==> src/rtl/wdog_rst_pkg.sv <==
// -----------------------------------------------------------------------------
// wdog_rst_pkg
// Shared definitions for the watchdog reset controller:
//   - wdog_state_t   : controller FSM states (idle, reset pulse, hold-off)
//   - CAUSE_WDOGRES  : rst_cause bit set by a watchdog reset-request rise
//   - CAUSE_ESC      : rst_cause bit set by unacknowledged-interrupt escalation
//   - TMR_W          : width of the pulse/hold-off timer load value
// -----------------------------------------------------------------------------
package wdog_rst_pkg;

  typedef enum logic [1:0] {
    ST_IDLE    = 2'd0,
    ST_ASSERT  = 2'd1,
    ST_HOLDOFF = 2'd2
  } wdog_state_t;

  localparam int CAUSE_WDOGRES = 0;
  localparam int CAUSE_ESC     = 1;

  // Pulse and hold-off lengths are both limited to 1..255 cycles.
  localparam int TMR_W = 8;

endpackage

==> src/rtl/wdog_rst_timer.sv <==
// -----------------------------------------------------------------------------
// wdog_rst_timer
// Reloadable down-counter used for both the reset pulse and the hold-off
// window. A start strobe loads the count; done is high during the last cycle
// of the loaded interval, so the caller changes state on the edge that ends
// the interval. A load of N therefore yields an interval of exactly N cycles.
//
// Ports:
//   wdg_clk  in   clock
//   wdg_rst  in   synchronous active-high reset
//   load     in   [W-1:0] interval length in cycles (1..2^W-1)
//   start    in   load the counter (takes priority over counting)
//   done     out  high in the final cycle of the interval
// -----------------------------------------------------------------------------
module wdog_rst_timer #(
  parameter int W = 8
) (
  input  logic         wdg_clk,
  input  logic         wdg_rst,
  input  logic [W-1:0] load,
  input  logic         start,
  output logic         done
);

  logic [W-1:0] cnt_reg;

  always_ff @(posedge wdg_clk) begin
    if (wdg_rst) begin
      cnt_reg <= '0;
    end else if (start) begin
      cnt_reg <= load;
    end else if (cnt_reg != '0) begin
      cnt_reg <= cnt_reg - 1'b1;
    end
  end

  // Counter value 1 marks the last cycle; 0 means the timer is idle.
  assign done = (cnt_reg == W'(1));

endmodule

==> src/rtl/wdog_rst_ctrl.sv <==
// -----------------------------------------------------------------------------
// wdog_rst_ctrl
// Turns watchdog interrupt / reset-request levels into a stretched system
// reset request, a sticky interrupt and a sticky record of why resets were
// issued.
//
// A rising edge of wdogres seen while idle starts a reset pulse of RST_PULSE
// cycles on sys_rst_req, followed by a hold-off window of HOLDOFF cycles in
// which further wdogres rises are ignored. Each accepted trigger sets the
// matching rst_cause bit and bumps the saturating rst_count.
//
// Optional feature, macro WDOG_RST_CTRL_ESCALATE_EN: when defined, wdog_irq
// left unacknowledged for ESC_CYCLES consecutive cycles triggers a reset with
// rst_cause bit1. When undefined, the escalation counter is not built and
// rst_cause bit1 is always 0.
//
// Ports:
//   wdg_clk      in   single clock
//   wdg_rst      in   synchronous active-high power-on reset
//   wdogint      in   watchdog interrupt level
//   wdogres      in   watchdog reset-request level
//   irq_clr      in   one-cycle acknowledge of wdog_irq
//   cause_clr    in   one-cycle clear of rst_cause and rst_count
//   sys_rst_req  out  stretched reset request (registered)
//   wdog_irq     out  sticky interrupt (registered)
//   rst_cause    out  [1:0] bit0 wdogres, bit1 escalation; sticky
//   rst_count    out  [CNT_W-1:0] saturating count of issued reset pulses
//   busy         out  high while not idle (registered)
// -----------------------------------------------------------------------------
module wdog_rst_ctrl
  import wdog_rst_pkg::*;
#(
  parameter int RST_PULSE  = 16,
  parameter int HOLDOFF    = 64,
  parameter int ESC_CYCLES = 1024,
  parameter int CNT_W      = 8
) (
  input  logic             wdg_clk,
  input  logic             wdg_rst,
  input  logic             wdogint,
  input  logic             wdogres,
  input  logic             irq_clr,
  input  logic             cause_clr,
  output logic             sys_rst_req,
  output logic             wdog_irq,
  output logic [1:0]       rst_cause,
  output logic [CNT_W-1:0] rst_count,
  output logic             busy
);

  // Elaboration-time parameter range checks.
  if (RST_PULSE < 1 || RST_PULSE > 255) begin : g_bad_pulse
    $error("wdog_rst_ctrl: RST_PULSE must be 1..255");
  end
  if (HOLDOFF < 1 || HOLDOFF > 255) begin : g_bad_holdoff
    $error("wdog_rst_ctrl: HOLDOFF must be 1..255");
  end
  if (ESC_CYCLES < 1 || ESC_CYCLES > 65535) begin : g_bad_esc
    $error("wdog_rst_ctrl: ESC_CYCLES must be 1..65535");
  end
  if (CNT_W < 1) begin : g_bad_cnt_w
    $error("wdog_rst_ctrl: CNT_W must be at least 1");
  end

  localparam logic [TMR_W-1:0] PULSE_LOAD   = TMR_W'(RST_PULSE);
  localparam logic [TMR_W-1:0] HOLDOFF_LOAD = TMR_W'(HOLDOFF);
  localparam logic [CNT_W-1:0] CNT_MAX      = '1;

  wdog_state_t      state_reg;
  logic             wdogint_q_reg;
  logic             wdogres_q_reg;
  logic             armed_reg;
  logic             int_rise;
  logic             res_rise;
  logic             esc_hit;
  logic             trigger;
  logic             tmr_start;
  logic             tmr_done;
  logic [TMR_W-1:0] tmr_load;
  logic [1:0]       cause_next;
  logic [CNT_W-1:0] count_next;

  // ---------------------------------------------------------------------------
  // Edge detection. armed_reg stays low for the first edge after reset so a
  // level that was already high across reset is not mistaken for a new rise;
  // a reset request still asserted after power-on reset must not retrigger.
  // ---------------------------------------------------------------------------
  always_ff @(posedge wdg_clk) begin
    if (wdg_rst) begin
      wdogint_q_reg <= 1'b0;
      wdogres_q_reg <= 1'b0;
      armed_reg     <= 1'b0;
    end else begin
      wdogint_q_reg <= wdogint;
      wdogres_q_reg <= wdogres;
      armed_reg     <= 1'b1;
    end
  end

  assign int_rise = armed_reg & wdogint & ~wdogint_q_reg;
  assign res_rise = armed_reg & wdogres & ~wdogres_q_reg;

  // Only rises seen while idle start a pulse; anything during the pulse or
  // hold-off is dropped rather than queued.
  assign trigger = (state_reg == ST_IDLE) & (res_rise | esc_hit);

  // ---------------------------------------------------------------------------
  // Sticky interrupt: a new rise wins over a coincident acknowledge so an
  // event arriving with the clear is never lost.
  // ---------------------------------------------------------------------------
  always_ff @(posedge wdg_clk) begin
    if (wdg_rst) begin
      wdog_irq <= 1'b0;
    end else if (int_rise) begin
      wdog_irq <= 1'b1;
    end else if (irq_clr) begin
      wdog_irq <= 1'b0;
    end
  end

  // ---------------------------------------------------------------------------
  // Escalation: counts consecutive cycles of an unacknowledged interrupt.
  // The counter parks at ESC_CYCLES-1 while the FSM is busy so that an
  // interrupt that stays pending escalates as soon as the FSM is idle again.
  // ---------------------------------------------------------------------------
`ifdef WDOG_RST_CTRL_ESCALATE_EN
  localparam int             ESC_W    = 16;
  localparam logic [ESC_W-1:0] ESC_LAST = ESC_W'(ESC_CYCLES - 1);

  logic [ESC_W-1:0] esc_cnt_reg;

  always_ff @(posedge wdg_clk) begin
    if (wdg_rst || !wdog_irq || trigger) begin
      esc_cnt_reg <= '0;
    end else if (esc_cnt_reg != ESC_LAST) begin
      esc_cnt_reg <= esc_cnt_reg + 1'b1;
    end
  end

  // Fires in the ESC_CYCLES-th consecutive cycle of wdog_irq high.
  assign esc_hit = wdog_irq & (esc_cnt_reg == ESC_LAST);
`else
  assign esc_hit = 1'b0;
`endif

  // ---------------------------------------------------------------------------
  // Cause / count bookkeeping. A clear is applied first so a trigger in the
  // same cycle leaves exactly its own cause bit and a count of one.
  // ---------------------------------------------------------------------------
  always_comb begin
    cause_next = cause_clr ? 2'b00 : rst_cause;
    count_next = cause_clr ? '0 : rst_count;
    if (trigger) begin
      if (res_rise) cause_next[CAUSE_WDOGRES] = 1'b1;
      if (esc_hit)  cause_next[CAUSE_ESC]     = 1'b1;
      if (count_next != CNT_MAX) count_next = count_next + 1'b1;
    end
  end

  always_ff @(posedge wdg_clk) begin
    if (wdg_rst) begin
      rst_cause <= 2'b00;
      rst_count <= '0;
    end else begin
      rst_cause <= cause_next;
      rst_count <= count_next;
    end
  end

  // ---------------------------------------------------------------------------
  // Shared interval timer: loaded with the pulse length on the trigger and
  // reloaded with the hold-off length when the pulse ends.
  // ---------------------------------------------------------------------------
  assign tmr_start = trigger | ((state_reg == ST_ASSERT) & tmr_done);
  assign tmr_load  = (state_reg == ST_IDLE) ? PULSE_LOAD : HOLDOFF_LOAD;

  wdog_rst_timer #(
    .W (TMR_W)
  ) u_timer (
    .wdg_clk (wdg_clk),
    .wdg_rst (wdg_rst),
    .load    (tmr_load),
    .start   (tmr_start),
    .done    (tmr_done)
  );

  // ---------------------------------------------------------------------------
  // Controller FSM with registered sys_rst_req and busy.
  // ---------------------------------------------------------------------------
  always_ff @(posedge wdg_clk) begin
    if (wdg_rst) begin
      state_reg   <= ST_IDLE;
      sys_rst_req <= 1'b0;
      busy        <= 1'b0;
    end else begin
      case (state_reg)
        ST_IDLE: begin
          if (trigger) begin
            state_reg   <= ST_ASSERT;
            sys_rst_req <= 1'b1;
            busy        <= 1'b1;
          end
        end
        ST_ASSERT: begin
          if (tmr_done) begin
            state_reg   <= ST_HOLDOFF;
            sys_rst_req <= 1'b0;
          end
        end
        ST_HOLDOFF: begin
          if (tmr_done) begin
            state_reg <= ST_IDLE;
            busy      <= 1'b0;
          end
        end
        default: begin
          state_reg   <= ST_IDLE;
          sys_rst_req <= 1'b0;
          busy        <= 1'b0;
        end
      endcase
    end
  end

endmodule

==> config.mk <==
export PLATFORM = sky130hd
export DESIGN_NAME = wdog_rst_ctrl
export DESIGN_NICKNAME = d
export VERILOG_FILES = /design/src/rtl/wdog_rst_pkg.sv /design/src/rtl/wdog_rst_timer.sv /design/src/rtl/wdog_rst_ctrl.sv
export SDC_FILE = /design/constraint.sdc
export NUM_CORES = 1
export LEC_CHECK = 0
export ABC_AREA = 0
export BUFFER_PORTS_ARGS = -buffer_cell sky130_fd_sc_hd__buf_2
export CAP_MARGIN = 20
export CORE_ASPECT_RATIO = 1.5
export CORE_MARGIN = 2
export CORE_UTILIZATION = 40
export DETAILED_ROUTE_END_ITERATION = 10
export GPL_ROUTABILITY_DRIVEN = 0
export PLACE_DENSITY_LB_ADDON = 0.3
export SYNTH_ARGS = -nofsm -noshare
export SYNTH_HDL_FRONTEND = slang
export SYNTH_SLANG_ARGS = --single-unit
==> constraint.sdc <==
create_clock -name wdg_clk -period 3.4 [get_ports wdg_clk]
set_input_delay 0.17 -clock wdg_clk [delete_from_list [all_inputs] [get_ports wdg_clk]]
set_output_delay 0.17 -clock wdg_clk [all_outputs]
set_load 0.05 [all_outputs]
Yosys cells after proc, flatten, opt, wreduce, memory -nomap -nowiden --
Cells that the tools add are included.
Storage, ports and cells: output and inout port bits 13, bits in registers 26
Operators by class: equality and inequality tests 7, bitwise logic cells 11, reductions and logical operators 7, multiplexer cells 20, $add $sub $neg 2
Operators by type and width (count):
- $mux 8 | 5
- $reduce_and 3->1 | 3
- $add 8x1->8 const B | 1
- $eq 8x1->1 const B | 1
- $mux 2 | 4
- $ne 8x8->1 const B | 1
- $reduce_bool 8->1 | 1
- $sub 8x1->8 const B | 1
- $mux 1 | 7
- $mux 7 | 1
- $and 1x1->1 | 6
- $ne 2x2->1 const B | 3
- $pmux 1 s3 | 2
- $pmux 2 s3 | 1
- $not 1->1 | 4
- $reduce_bool 2->1 | 2
- $eq 2x1->1 const B | 1
- $eq 2x2->1 const B | 1
- $logic_not 2->1 | 1
- $or 1x1->1 | 1

Logic depth before layout (Yosys ltp) --
depth in word-level cells 5, depth in mapped cells 7, gate-level depth less buffers 6

By module --
A second synthesis with hierarchy kept.
Unflattened totals: cells, all modules 136, area, all modules 1318.8 µm²
Modules (own cells, without submodules):
- wdog_rst_ctrl | cells each 83, sequential area each 340.3 µm², instances 1, area an instance 810.8 µm²
- wdog_rst_timer | cells each 53, sequential area each 160.2 µm², instances 1, area an instance 508.0 µm²

Worst setup path before layout --
Ideal clock, no wire load.
path type register -> register, from register rst_count[1], to register rst_count[3], setup time 121 ps, arrival 1689 ps, period minus slack after synthesis 1810 ps, path slack 1590 ps, cell stages (with the launch flop) 5, required time 3279 ps, cell sequence dfxtp_1 > nand4bb_1 > or2_0 > nor3b_1 > mux2_2
Between the ends: cells in the longest elaborated chain, start to end 4, elaborated cells between the ends (all ways) 5
RTL lines:
- from (decl) | RTL line wdog_rst_ctrl.sv:47 | output logic [CNT_W-1:0] rst_count,
- from (signal assigned) | RTL line wdog_rst_ctrl.sv:166 | rst_count <= count_next;
- $mux 8 (*) | RTL line wdog_rst_ctrl.sv:152 | count_next = cause_clr ? '0 : rst_count;
- $add 8x1->8 or $ne 8x8->1 (tied branches) | RTL line wdog_rst_ctrl.sv:156 | if (count_next != CNT_MAX) count_next = count_next + 1'b1;
- $mux 8 (*) | RTL line wdog_rst_ctrl.sv:156
- $mux 8 (*) | RTL line wdog_rst_ctrl.sv:153 | if (trigger) begin
Every way passes the cells marked *; elsewhere a longest branch is shown, timed or not. A chain may end at the register's enable or synchronous reset.

Worst setup path in the final report --
from register u_timer.cnt_reg[0], to register u_timer.cnt_reg[0]
Between the ends: cells in the longest elaborated chain, start to end 4, elaborated cells between the ends (all ways) 8
RTL lines:
- from (decl) | RTL line wdog_rst_timer.sv:25 | logic [W-1:0] cnt_reg;
- from (signal assigned) | RTL line wdog_rst_timer.sv:31 | cnt_reg <= load;
- from (signal assigned) | RTL line wdog_rst_timer.sv:33 | cnt_reg <= cnt_reg - 1'b1;
- branches (longest 4 deep; another with $sub 8x1->8)
Parallel ways; which one is timed is not known. The select of a mux whose other input is x is not followed.

==> impl_summary.txt <==
----------------------------------------------------
[Cells and area]
  Share of layout cells above drive strength 1 ... 0.179
  Layout area overhead ... 13.3%
  Utilization of the core after routing ... 0.470
  ANT cells ... 0
  Net count of the finished layout ... 161
  Area of all placed cells without fillers ... 1340 um^2
  Filler instances ... 278

[Global route]
  Global routing usage on met2 ... 0.310
  GRT Max-Usage Layer ... met2
  Overall fraction of global-route tracks in use ... 0.168
  Number of global-route vias before repair ... 1017
  Grt ovf ... 0
  Wire length of the first global-routing pass ... 4400 um
  Global Route met3 Usage ... 0.0274
  Largest net degree at the start of global routing ... 15
  Initial antenna violation count ... 0
  Global routing met1 resource utilization ... 0.160

[Logic synthesis]
  Number of synthesized register bits ... 25
  Library cells used by synthesis ... 43
  Compound-cell area share of the yosys netlist ... 0.143
  Most common cell in the netlist ... dfxtp_1
  Post-synthesis mux area share ... 0.0349
  Mean Syn Cell Area ... 8.90 um^2
  XOR/XNOR share of the synthesized area ... 0.0296
  Mapped Cells ... 133
  Leading post-synthesis cells by cell area ... dfxtp_1 (42%), a21oi_1 (5.9%), nor2_1 (4.8%)
  Post-synthesis instance area ... 1180 um^2
  Adder and majority cell fraction of the synthesized area ... 0.0317
  Sequential cell area fraction in the yosys report ... 0.423
  Syn. warnings ... 0
  Proportion of register bits with asynchronous set or reset after synthesis ... 0
  Count of flip-flops with a built-in enable after synthesis ... 0
  Primary flip-flop cell chosen by synthesis mapping ... dfxtp_1
  Area share of the largest cell type after synthesis ... 0.423
  Most instantiated cells after synthesis ... dfxtp_1 (25), nor2_1 (15), a21oi_1 (14)
  Net count of the mapped netlist ... 142
  Post-synthesis cell type with the largest combined area ... dfxtp_1
  Synth Area in Simple Gates ... 0.294
  Dominant combinational cell family by area after synthesis ... simple AND/OR/NAND/NOR gates

[Timing]
  RSZ-0062 raised after global routing ... false
  Final Max Slew Viols ... 0
  Slew of the pin with the lowest slew margin ... 0.582 ns
  Worst clock skew on the final layout ... 0.00347 ns
  Setup ws final ... 1.63 ns
  Setup violations, final ... 0
  Tightest slew margin relative to the limit ... 0.609
  Final count of hold timing violations ... 0
  Max Fclk ... 565 MHz
  Final worst path period share ... 0.521
  Period minus WS final ... 1.77 ns
  Final total negative setup slack ... 0 ns

[Min path]
  Hold Path Origin ... wdogint
  Hold Path Cell Cnt ... 2
  Path class of the lowest-slack min-delay path ... input pin to register
  Capture endpoint of the worst hold path ... wdogint_q_reg

[Clock network]
  Cts bufs inserted ... 3
  Clk slew on worst S/H paths ... 0.09 ns
  Cts repair resizes ... 0
  Clk sink count ... 25
  Count of H-tree levels built during CTS ... 1
  Maximum number of buffers from clock root to sink ... 2
  Post-CTS setup repair buffer count ... 0
  Clock root cell ... clkbuf_8
  Clock Latency Late Sink ... 0.27 ns
  Number of buffers inserted for hold repair after clock tree synthesis ... 0
  TritonCTS clock tree ... built

[Routing]
  Wire length per cell ... 13.5 um
  Post-route DRC ... 0
  Post-route antenna net violation count ... 0
  Vias after detailed routing ... 1013
  Detailed-route wire length ... 2560 um
  Average vias per placed instance ... 5.33
  First-pass iteration count of the detailed router ... 4
  Drt first-iter violations ... 21

[Die]
  Height of the chip ... 70.6 um
  Effective utilization at floorplan ... 0.415
  Chip width ... 48.4 um
  Total Die Area ... 3420 um^2
  Number of top-level design ports ... 19
  Core ar. ... 2850 um^2
  Cell row count ... 24

[Power and ir drop]
  Clock network fraction of total power ... 0.180
  Cell area power density ... 730 nW/um^2
  Static leakage ... 0.000523 uW
  Register share of total power ... 0.422
  Internal power ... 591 uW
  Power after layout ... 979 uW
  Switching Share ... 0.396
  Combinational cell fraction of total power ... 0.397
  Switching power ... 388 uW
  VDD IR-drop max ... 0.000287 V

[Worst setup path]
  Sort of element at the start of the critical path ... register
  Critical path's largest stage delay ... 0.50 ns
  List of cells traversed by the critical path ... inv_1, ha_1, nor3b_1, nand2_1, xnor2_1, nor2_1
  Capture instance of the worst register-to-register path ... u_timer.cnt_reg[0]
  Launch point of the worst reg-to-reg path ... u_timer.cnt_reg[0]
  R2R setup slack ... 1.63 ns
  Worst r2r path cells ... 6
  Critical path type ... register to register
  Crit path max fanout ... 5
  Critical Path Sink Type ... register
  Dominant delay contributor by cell family on the critical path ... simple AND/OR/NAND/NOR gates
  Arr. time, crit path ... 1.94 ns
  Critical path buffer and inverter count ... 1
  Required arrival time at the worst endpoint ... 3.56 ns
  Cell with the biggest individual delay on the critical path ... nor3b_1

[Outcome]
  Status ... complete, no violations

[Placed design]
  IO buf count ... 17
  Post-placement cell area ... 1290 um^2
  Pre-CTS setup slack ... 1.64 ns
  Detailed placement HPWL ... 1940 um

[Job]
  Max_cap viols ... 0

----------------------------------------------------
[how the worst max path moves through the flow]
stage / endpoint / cells after the start / startpoint / slack [ns]
2_1_floorplan: rst_count[3] / 4 / rst_count[1] / 1.59
3_3_place_gp: u_timer.cnt_reg[4] / 6 / u_timer.cnt_reg[0] / 1.70
3_5_place_dp: rst_count[3] / 4 / state_reg[0] / 1.64
4_1_cts: rst_count[3] / 4 / state_reg[0] / 1.62
5_1_grt: u_timer.cnt_reg[4] / 6 / u_timer.cnt_reg[1] / 1.40
6_report: u_timer.cnt_reg[0] / 6 / u_timer.cnt_reg[0] / 1.63
[per-stage QoR]
| step | std cells | hold WS [ns] |
|---|---|---|
| final | 190 | 0.126 |
| after CTS | 190 | 0.118 |
| after detailed placement | 186 | 0.403 |
| after global routing | 190 | 0.147 |
| after global placement | 186 | 0.403 |
| after floorplan | 133 | 0.290 |
[power by group through the flow]
stage	Clock (uW)	Sequential, uW	Combinational [uW]
final	177	413	389
after CTS	183	412	389
after floorplan	0	423	306
after global placement	0	415	380
after detailed placement	0	418	386
after global routing	192	422	435
[layout by cell type, fill, tap and decap left out, types with 2 or more instances in the layout]
cell       synthesis  layout
nor2_1            15      15
nor2b_1            3       3
xor2_1             2       2
buf_2              0      17
inv_1              7       7
nand4bb_1          2       2
nand2_1           11      11
a21oi_1           14      14
dfxtp_1           25      25
clkbuf_8           0       3
nand3_1            3       3
ha_1               3       3
nor3b_1            3       3
xnor2_1            2       2
or3_1              3       3
nor3_1             8       8
mux2i_1            3       3
nand3b_1           2       2
[final cells by class]
type                            count  area, um^2  share of cell area
Clock buffer                        3        41.3              0.0308
Clock inverter                      1        5.00             0.00373
Inverter                            7        26.3              0.0196
Multi-Input combinational cell     98         634               0.473
Sequential cell                    25         500               0.373
Tap cell                           39        48.8              0.0364
Timing Repair Buffer               17        85.1              0.0634
[logic make-up (layout without fill, tap and decap cells)]
logic type               after synthesis  in the layout
AO/OA/AOI/OAI                         26             26
XOR/XNOR                               4              4
adder cells (fa/ha/maj)                3              3
buffers and inverters                 10             28
flip-flops                            25             25
multiplexers                           4              4
other                                  1              1
AND/OR/NAND/NOR                       60             60
[routing by layer]
layer / vias to the layer above / wire length, um
met5: - / 0
li1: 510 / -
met1: 479 / 1030
met3: 7 / 64
met2: 17 / 1390
met4: 0 / 87
Note: power is estimated with default switching activity, not from simulation.
